$ cat config.mk
export PLATFORM = sky130hd
export DESIGN_NAME = spi_transaction_arbiter
export DESIGN_NICKNAME = d
export VERILOG_FILES = /design/src/rtl/spi_transaction_arbiter_pkg.sv /design/src/rtl/spi_transaction_arbiter_rr_arbiter.sv /design/src/rtl/spi_transaction_arbiter.sv
export SDC_FILE = /design/constraint.sdc
export NUM_CORES = 1
export LEC_CHECK = 0
export ABC_AREA = 1
export CORE_AREA = 2 2 172 174
export CTS_CLUSTER_SIZE = 30
export DETAILED_ROUTE_END_ITERATION = 8
export DIE_AREA = 0 0 174 176
export GPL_TIMING_DRIVEN = 1
export PLACE_DENSITY = 0.66
export SETUP_SLACK_MARGIN = 0.4
export SYNTH_ARGS = -nofsm -noshare
export SYNTH_HDL_FRONTEND = slang
export SYNTH_SLANG_ARGS = --single-unit
$ cat constraint.sdc
create_clock -name fabric_clk -period 6.6 [get_ports fabric_clk]
set_input_delay 0.99 -clock fabric_clk [delete_from_list [all_inputs] [get_ports fabric_clk]]
set_output_delay 0.99 -clock fabric_clk [all_outputs]
set_load 0.02 [all_outputs]
$ cat src/rtl/spi_transaction_arbiter_pkg.sv
// Shared types for the SPI transaction arbiter: FSM state encoding and
// the width of the WAIT/GAP cycle counter.
package spi_arb_pkg;

    typedef enum logic [2:0] {
        IDLE   = 3'd0,
        ISSUE  = 3'd1,
        WAIT   = 3'd2,
        RESP   = 3'd3,
        REJECT = 3'd4,
        GAP    = 3'd5
    } arb_state_t;

    // One counter serves both WAIT timeout and GAP; sized for up to 65536 cycles.
    localparam int unsigned CNT_W = 16;

endpackage

$ cat src/rtl/spi_transaction_arbiter_rr_arbiter.sv
// Combinational round-robin picker: scans requests starting at ptr_i and
// returns the first asserted one as a one-hot grant plus its index.
module rr_arbiter #(
    parameter int unsigned N = 4
) (
    input  logic [N-1:0]         req_i,
    input  logic [$clog2(N)-1:0] ptr_i,
    output logic [N-1:0]         gnt_o,
    output logic [$clog2(N)-1:0] idx_o,
    output logic                 any_o
);

    localparam int unsigned IW = $clog2(N);

    logic [IW-1:0] cand_s;
    logic          hit_s;

    // Priority scan from the pointer, wrapping modulo N.
    always_comb begin
        gnt_o  = '0;
        idx_o  = '0;
        any_o  = 1'b0;
        cand_s = '0;
        hit_s  = 1'b0;
        for (int off = 0; off < int'(N); off++) begin
            cand_s        = IW'((32'(ptr_i) + 32'(off)) % N);
            hit_s         = !any_o && req_i[cand_s];
            gnt_o[cand_s] = gnt_o[cand_s] | hit_s;
            idx_o         = hit_s ? cand_s : idx_o;
            any_o         = any_o | hit_s;
        end
    end

endmodule

$ cat src/rtl/spi_transaction_arbiter.sv
// Shares one half-duplex SPI engine between NUM_REQ requesters: round-robin
// grant, one-cycle issue, bounded wait for completion, response, then a CS gap.
module spi_transaction_arbiter
    import spi_arb_pkg::*;
#(
    parameter int unsigned NUM_REQ               = 4,
    parameter int unsigned DATA_WIDTH            = 32,
    parameter int unsigned TRANSACTION_LEN_WIDTH = 8,
    parameter int unsigned TIMEOUT_CYCLES        = 4096,
    parameter int unsigned GAP_CYCLES            = 4
) (
    input  logic                                       fabric_clk,
    input  logic                                       reset,
    input  logic [NUM_REQ-1:0]                         req_valid,
    output logic [NUM_REQ-1:0]                         req_ready,
    input  logic [NUM_REQ*TRANSACTION_LEN_WIDTH-1:0]   req_length,
    input  logic [NUM_REQ*DATA_WIDTH-1:0]              req_data,
    input  logic [NUM_REQ*DATA_WIDTH-1:0]              req_mask,
    output logic [NUM_REQ-1:0]                         resp_valid,
    output logic [DATA_WIDTH-1:0]                      resp_data,
    output logic                                       resp_error,
    output logic [TRANSACTION_LEN_WIDTH-1:0]           transaction_length,
    output logic [DATA_WIDTH-1:0]                      transaction_data,
    output logic [DATA_WIDTH-1:0]                      transaction_rw_mask,
    input  logic [DATA_WIDTH-1:0]                      transaction_read_data,
    input  logic                                       spi_done,
    output logic                                       busy,
    output logic [$clog2(NUM_REQ)-1:0]                 grant_id
);

    localparam int unsigned IDX_W = $clog2(NUM_REQ);
    localparam int unsigned LW    = TRANSACTION_LEN_WIDTH;

    // Bits at or above the transaction length never came off the wire.
    function automatic logic [DATA_WIDTH-1:0] len_mask(input logic [LW-1:0] len);
        logic [DATA_WIDTH-1:0] m;
        for (int i = 0; i < int'(DATA_WIDTH); i++) begin
            m[i] = (32'(i) < 32'(len));
        end
        return m;
    endfunction

    arb_state_t              state_q, state_d;
    logic [CNT_W-1:0]        cnt_q, cnt_d;
    logic [IDX_W-1:0]        rr_ptr_q, rr_ptr_d;
    logic [IDX_W-1:0]        grant_id_q, grant_id_d;
    logic [LW-1:0]           len_q, len_d;
    logic [LW-1:0]           tlen_q, tlen_d;
    logic [DATA_WIDTH-1:0]   tdata_q, tdata_d;
    logic [DATA_WIDTH-1:0]   tmask_q, tmask_d;
    logic [NUM_REQ-1:0]      resp_valid_q, resp_valid_d;
    logic [DATA_WIDTH-1:0]   resp_data_q, resp_data_d;
    logic                    resp_error_q, resp_error_d;
    logic                    busy_q, busy_d;

    logic [NUM_REQ-1:0]      win_gnt_s;
    logic [IDX_W-1:0]        win_idx_s;
    logic                    win_any_s;
    logic [LW-1:0]           win_len_s;
    logic [DATA_WIDTH-1:0]   win_data_s;
    logic [DATA_WIDTH-1:0]   win_mask_s;
    logic                    win_illegal_s;
    logic [NUM_REQ-1:0]      grant_oh_s;

    rr_arbiter #(.N(NUM_REQ)) u_rr (
        .req_i (req_valid),
        .ptr_i (rr_ptr_q),
        .gnt_o (win_gnt_s),
        .idx_o (win_idx_s),
        .any_o (win_any_s)
    );

    // Mux the winner's request fields using the one-hot grant.
    always_comb begin
        win_len_s  = '0;
        win_data_s = '0;
        win_mask_s = '0;
        for (int i = 0; i < int'(NUM_REQ); i++) begin
            win_len_s  = win_len_s  | (req_length[i*LW +: LW]               & {LW{win_gnt_s[i]}});
            win_data_s = win_data_s | (req_data[i*DATA_WIDTH +: DATA_WIDTH] & {DATA_WIDTH{win_gnt_s[i]}});
            win_mask_s = win_mask_s | (req_mask[i*DATA_WIDTH +: DATA_WIDTH] & {DATA_WIDTH{win_gnt_s[i]}});
        end
    end

    assign win_illegal_s = (win_len_s == '0) || (32'(win_len_s) > 32'(DATA_WIDTH));
    assign grant_oh_s    = NUM_REQ'(1) << grant_id_q;
    assign req_ready     = (state_q == IDLE && !reset) ? win_gnt_s : '0;

    // Next-state and next-output logic for the transaction sequencer.
    always_comb begin
        state_d      = state_q;
        cnt_d        = cnt_q;
        rr_ptr_d     = rr_ptr_q;
        grant_id_d   = grant_id_q;
        len_d        = len_q;
        tlen_d       = '0;
        tdata_d      = tdata_q;
        tmask_d      = tmask_q;
        resp_valid_d = '0;
        resp_data_d  = '0;
        resp_error_d = 1'b0;
        case (state_q)
            IDLE: begin
                if (win_any_s) begin
                    grant_id_d = win_idx_s;
                    rr_ptr_d   = (win_idx_s == IDX_W'(NUM_REQ - 1)) ? '0 : win_idx_s + IDX_W'(1);
                    len_d      = win_len_s;
                    if (win_illegal_s) begin
                        state_d      = REJECT;
                        resp_valid_d = win_gnt_s;
                        resp_error_d = 1'b1;
                    end else begin
                        state_d = ISSUE;
                        tlen_d  = win_len_s;
                        tdata_d = win_data_s;
                        tmask_d = win_mask_s;
                    end
                end else begin
                    state_d = IDLE;
                end
            end
            ISSUE: begin
                state_d = WAIT;
                cnt_d   = '0;
            end
            WAIT: begin
                // Completion beats a coincident timeout.
                if (spi_done) begin
                    state_d      = RESP;
                    resp_valid_d = grant_oh_s;
                    resp_data_d  = transaction_read_data & len_mask(len_q);
                end else if (cnt_q == CNT_W'(TIMEOUT_CYCLES - 1)) begin
                    state_d      = RESP;
                    resp_valid_d = grant_oh_s;
                    resp_error_d = 1'b1;
                end else begin
                    cnt_d = cnt_q + CNT_W'(1);
                end
            end
            RESP: begin
                state_d = GAP;
                cnt_d   = '0;
            end
            REJECT: begin
                state_d = GAP;
                cnt_d   = '0;
            end
            GAP: begin
                if (cnt_q == CNT_W'(GAP_CYCLES - 1)) begin
                    state_d = IDLE;
                end else begin
                    cnt_d = cnt_q + CNT_W'(1);
                end
            end
            default: begin
                state_d = IDLE;
            end
        endcase
        busy_d = (state_d != IDLE);
    end

    // State and output registers; reset abandons any in-flight transaction.
    always_ff @(posedge fabric_clk) begin
        if (reset) begin
            state_q      <= IDLE;
            cnt_q        <= '0;
            rr_ptr_q     <= '0;
            grant_id_q   <= '0;
            len_q        <= '0;
            tlen_q       <= '0;
            tdata_q      <= '0;
            tmask_q      <= '0;
            resp_valid_q <= '0;
            resp_data_q  <= '0;
            resp_error_q <= 1'b0;
            busy_q       <= 1'b0;
        end else begin
            state_q      <= state_d;
            cnt_q        <= cnt_d;
            rr_ptr_q     <= rr_ptr_d;
            grant_id_q   <= grant_id_d;
            len_q        <= len_d;
            tlen_q       <= tlen_d;
            tdata_q      <= tdata_d;
            tmask_q      <= tmask_d;
            resp_valid_q <= resp_valid_d;
            resp_data_q  <= resp_data_d;
            resp_error_q <= resp_error_d;
            busy_q       <= busy_d;
        end
    end

    assign transaction_length  = tlen_q;
    assign transaction_data    = tdata_q;
    assign transaction_rw_mask = tmask_q;
    assign resp_valid          = resp_valid_q;
    assign resp_data           = resp_data_q;
    assign resp_error          = resp_error_q;
    assign busy                = busy_q;
    assign grant_id            = grant_id_q;

endmodule

Word level (Yosys, flattened, before mapping):

Cells that the tools add are included.

* memory bits (read-only): 0
* memory bits (writable): 0
* latch bits: 0
* flip-flop bits (word level): 141
* memories: 0
* output and inout bits: 116
* logic and storage cells: 182
* bits of input ports: 327

* shift operators: 1
* multipliers: 0
* div/mod/pow operators: 0
* reduce and logical (&&, ||, !) cells: 24
* muxes and demuxes: 53
* order comparisons: 41
* $add $sub $neg: 5
* bitwise logic cells: 35
* equal/unequal tests: 11

Operators by type and width (number)
* $and 32x32->32: 9
* $or 32x32->32: 6
* $lt 5x8->1 const A: 16
* $lt 4x8->1 const A: 8
* $mux 16: 3
* $pmux 16 s3: 1
* $and 8x8->8: 4
* $lt 3x8->1 const A: 4
* $or 8x8->8: 3
* $mux 4: 5
* $add 16x1->16 const B: 1
* $bmux 1 s2: 8
* $eq 16x12->1 const B: 1
* $eq 16x2->1 const B: 1
* $lt 1x8->1 const A: 2
* $lt 2x8->1 const A: 2
* $mux 1: 16
* $mux 3: 5
* $pmux 3 s5: 1
* $bwmux 4: 3
* $lt 2x3->1 const B: 4
* $mux 2: 5
* $demux 1 s2: 4
* $ge 2x1->1 const B: 4
* other kinds (26): 54

Logic depth before layout (Yosys ltp):

* depth in word-level cells: 27
* depth in mapped cells: 31

Modules after synthesis:

Synthesis repeated with hierarchy kept, for this count alone.

* cell total of the unflattened synthesis: 1390
* area, all modules: 8531.9 um^2

Modules (own cells, without submodules)
* spi_transaction_arbiter: cells each 1284, instances 1, area each 7968.9 um^2, sequential area each 2822.7 um^2
* rr_arbiter: cells each 106, instances 1, area each 563.0 um^2, sequential area each 0.0 um^2

Worst setup path after synthesis:

No wires, ideal clock.

* path type: in2out
* start point: input port req_valid[3]
* end point: output port req_ready[0]
* buffers on the path: 0
* data arrival time: 2696 ps
* stages on the path: 18
* slack: 2914 ps
* data required time: 5610 ps
* path through: inv_1 nand2_1 nand3_1 nand2_4 nand3_1 nand3_1 nand2_1 nand3_1 nand3_1 nand3_1 nand2_2 nand3_1 nand3_1 nand3_1 nand2_2 nand3_2 nand2_1 nor2_1

* word-level cells in the longest chain between the ends: 17
* elaborated cells between the ends (all ways): 31
* classes of those cells: mux: 18; bitwise: 7; reduce/logical: 6

Ends and longest elaborated chain
* start: declaration: line spi_transaction_arbiter.sv:14 `input logic [NUM_REQ-1:0] req_valid,`
* $bmux 1 s2: line spi_transaction_arbiter_rr_arbiter.sv:27 `hit_s = !any_o && req_i[cand_s];`
* $mux 1 (not written as such): line spi_transaction_arbiter_rr_arbiter.sv:27
* $or 1x1->1: line spi_transaction_arbiter_rr_arbiter.sv:28 `gnt_o[cand_s] = gnt_o[cand_s] | hit_s;`
* $and 4x4->4 (no line)
* $bmux 1 s2: line spi_transaction_arbiter_rr_arbiter.sv:28
* $mux 1 (not written as such): line spi_transaction_arbiter_rr_arbiter.sv:28
* $or 1x1->1: line spi_transaction_arbiter_rr_arbiter.sv:28
* $bwmux 4: line spi_transaction_arbiter_rr_arbiter.sv:28
* $bmux 1 s2: line spi_transaction_arbiter_rr_arbiter.sv:28
* $mux 1 (not written as such): line spi_transaction_arbiter_rr_arbiter.sv:28
* $or 1x1->1: line spi_transaction_arbiter_rr_arbiter.sv:28
* $bwmux 4: line spi_transaction_arbiter_rr_arbiter.sv:28
* $bmux 1 s2: line spi_transaction_arbiter_rr_arbiter.sv:28
* $mux 1 (not written as such): line spi_transaction_arbiter_rr_arbiter.sv:28
* $or 1x1->1: line spi_transaction_arbiter_rr_arbiter.sv:28
* $bwmux 4 *: line spi_transaction_arbiter_rr_arbiter.sv:28
* $mux 4 *: line spi_transaction_arbiter.sv:87 `assign req_ready = (state_q == IDLE && !reset) ? win_gnt_s : '0;`
* end: declaration: line spi_transaction_arbiter.sv:15 `output logic [NUM_REQ-1:0] req_ready,`

Mark *: on every way between the ends. The rest lies on a longest branch, timed or not. The select of a mux whose other input is x is not followed.

==> run_results.csv <==
group,metric,value,unit
outcome,outcome,"finished clean",
global_routing,grt_util_met3,5.56,%
sta,hold_slack,0.491,ns
clock_tree,insertion_delay,0.43,ns
yosys,synthCells,1321,
yosys,synth_mux_area_share,0,%
floorplan,io_pins,443,
sta,rsz0062_at_grt,"false",
layout,fin_cells,2119,
clock_tree,clk_pin_slew,0.06,ns
sta,fmax,0.196,GHz
yosys,synth-seq-cells,141,
layout,diodes,0,
clock_tree,cts_setup_buffers,0,
placement,dp_cells,2087,
floorplan,start_util,29.2,%
setup_path,path_max_fanout,17,
route,vias_per_cell,4.84,
sta,period_needed,5.10,ns
global_routing,grt_util_all_layers,22.3,%
clock_tree,postCtsHoldBufs,0,
layout,final_nets,2054,
placement,portBuffers,442,
sta,finClkSkew,0.0145,ns
global_routing,grt_pass1_wl,53600,um
pwr,ir_worst_vdd,0.399,mV
layout,areaGrowthSynthToFinish,63.8,%
setup_path,worstSetupEndpointType,"output pin",
yosys,synthArstFlopShare,0,%
setup_path,start_kind,"register",
sta,finalSetupViolations,0,
floorplan,die_y,176,um
global_routing,grt_pass1_vias,9760,
clock_tree,ctsResizeCount,0,
pwr,p_leak,5.76,nW
route,wl_per_cell,17.0,um
global_routing,use_met2,39.2,%
yosys,synthFlopType,"dfxtp_1",
clock_tree,htreeDepth,4,
setup_path,required,5.61,ns
sta,worst-slew-pin-transition,0.936,ns
layout,finalCoreUtilization,47.9,%
job,cap_violations,0,
yosys,synth_top_family_by_area,"simple AND/OR/NAND/NOR gates",
sta,final.setup.tns,0,ns
layout,n_fill_cell,2902,
yosys,synth_compound_area_share,12.6,%
global_routing,busiest_layer,"met2",
yosys,synthSimpleGateAreaFrac,39.9,%
floorplan,die_x,174,um
global_routing,met1_usage,27.3,%
global_routing,grt_overflow_total,0,
yosys,syn_avg_cell_area,6.31,um2
clock_tree,clock_path_buffers,2,
yosys,ys_seq_area_share,33.8,%
global_routing,antenna_found_initial,0,
clock_tree,clock-root-buffer,"clkbuf_16",
yosys,synth_fa_ha_area_share,0.750,%
pwr,total_power,6.07,mW
yosys,syn-cell-area,8340,um2
route,drt_first_pass_iters,6,
floorplan,die_area,30600,um2
setup_path,critPathKind,"register to output pin",
clock_tree,numClockSinks,141,
sta,timing.final.max_slew_violations,0,
layout,drive_gt1_share,8.82,%
route,dr.first_iter.drc_count,686,
setup_path,worstPathArrival,4.11,ns
floorplan,placementRows,62,
yosys,synth_edf_count,0,
yosys,ys_types,34,
clock_tree,cts_tree,"yes",
sta,fin_crit_sh,77.3,%
sta,relSlewSlack,37.5,%
sta,hold_viol,0,
clock_tree,cts_made_buffers,17,
route,antenna_left,0,
pwr,power-per-cell-area,445,nW/um2
placement,finalWeightedCongestion,0.920,
route,routed_wl,36000,um
worst_hold_path,hold_class,"register to register",
route,drc,0,
yosys,ys_warn_count,0,
placement,dp_hpwl,27400,um
global_routing,grt_max_degree,78,
yosys,synth.top_cell.area_share,33.8,%
yosys,yosysTopAreaCell,"dfxtp_1",
route,vias,10300,
yosys,synth.area.top_cells,"dfxtp_1 34%, nand2_1 17%, a221oi_1 6.7%, inv_1 6.7%, nor2_1 6.0%",
yosys,yosys.area_share.xor_xnor,0.105,%
floorplan,core_area,28500,um2
## where the power goes
part	total [mW]	internal [mW]	switching [mW]
Combinational	3.92	1.32	2.61
Sequential	1.14	1.01	0.123
Clock	1.01	0.580	0.434
Total	6.07	2.91	3.16
## cells by family (layout without fill, tap and decap cells)
family                   after synthesis  after routing
XOR/XNOR                               1              1
flip-flops                           141            141
AO/OA/AOI/OAI                        155            155
other                                  1              2
buffers and inverters                265            678
adder cells (fa/ha/maj)                5              5
AND/OR/NAND/NOR                      753            753
## routing by layer
| metal | wire length, um | share of wire, % |
|---|---|---|
| met5 | 0 | 0 |
| met3 | 2770 | 7.7 |
| met4 | 696 | 1.9 |
| met1 | 14800 | 41 |
| met2 | 17800 | 49 |
## worst paths after layout
path	start	to	slack [ns]	depth (start not counted)
min reg2reg	cnt_q[0]	cnt_q[0]	0.49	2
min	cnt_q[0]	cnt_q[0]	0.49	2
max reg2reg	register	busy	1.70	27
max	register	req_ready[3]	1.50	17
## worst max-delay path, cell delays in order, from the launching register on
cell and delay [ns]:
dfxtp_1 0.71, inv_2 0.26, ha_1 0.44, inv_1 0.22, nand3_1 0.11, nand2_1 0.12
nand3_1 0.11, nand3_1 0.09, nand3_1 0.10, nand2_2 0.12, nand3_1 0.11, nand3_1 0.11
nand3_1 0.10, nand2_2 0.13, nand3_2 0.18, nand2_1 0.16, nor2_1 0.06, clkdlybuf4s50_1 0.56
## cell usage in the layout, fill, tap and decap left out, types with 2 or more instances in the layout
| cell type | n |
|---|---|
| a211oi_1 | 4 |
| a21oi_1 | 37 |
| a221oi_1 | 64 |
| a31oi_1 | 3 |
| and3_1 | 2 |
| buf_12 | 3 |
| buf_4 | 8 |
| bufinv_16 | 2 |
| clkbuf_16 | 17 |
| clkdlybuf4s50_1 | 442 |
| clkinv_1 | 2 |
| conb_1 | 2 |
| dfxtp_1 | 141 |
| ha_1 | 5 |
| inv_1 | 144 |
| inv_2 | 47 |
| inv_6 | 4 |
| inv_8 | 6 |
| nand2_1 | 383 |
| nand2_2 | 47 |
| nand3_1 | 85 |
| nand3_2 | 5 |
| nand4_1 | 70 |
| nor2_1 | 133 |
| nor2_2 | 6 |
| nor3_1 | 11 |
| nor3b_1 | 3 |
| nor4_1 | 3 |
| o211ai_1 | 6 |
| o21ai_0 | 36 |
| o21ai_1 | 3 |
| or2_2 | 2 |
## sequential cells by signal, summed over array words and instances (netlist names), named ones only
signal and flops:
len_q 8, rr_ptr_q 1, busy 1, resp_valid 4, grant_id 2, state_q 3, transaction_rw_mask 32, resp_data 32
transaction_length 8, resp_error 1, cnt_q 16, transaction_data 32
## through the flow
stage	instance area [um2]	setup slack, ns
floorplan	8340	2.91
global placement	13000	1.70
detailed placement	13000	1.58
CTS	13700	1.53
global route	13700	1.22
finish	13700	1.50
## cells in the mapped netlist (all sizes together), types with 2 or more instances
| cell type | count |
|---|---|
| a31oi | 3 |
| nor2 | 140 |
| ha | 5 |
| o211ai | 6 |
| o21ai | 39 |
| clkinv | 3 |
| nand2 | 431 |
| nor3b | 3 |
| buf | 32 |
| nor3 | 11 |
| nand3 | 91 |
| clkbuf | 40 |
| a21oi | 37 |
| nor4 | 3 |
| and3 | 2 |
| dfxtp | 141 |
| a221oi | 64 |
| or2 | 2 |
| nand4 | 70 |
| a211oi | 4 |
| inv | 190 |
## cell type report
cell class,instances,area (um2),area share (%)
flip-flops and latches,141,2820,20.7
clock inverters,15,193,1.41
multi-input cells,916,4470,32.7
clock buffers,17,425,3.11
repair buffers,453,4540,33.3
well taps,384,480,3.52
inverters,193,724,5.30
Note: power is estimated with default switching activity, not from simulation.
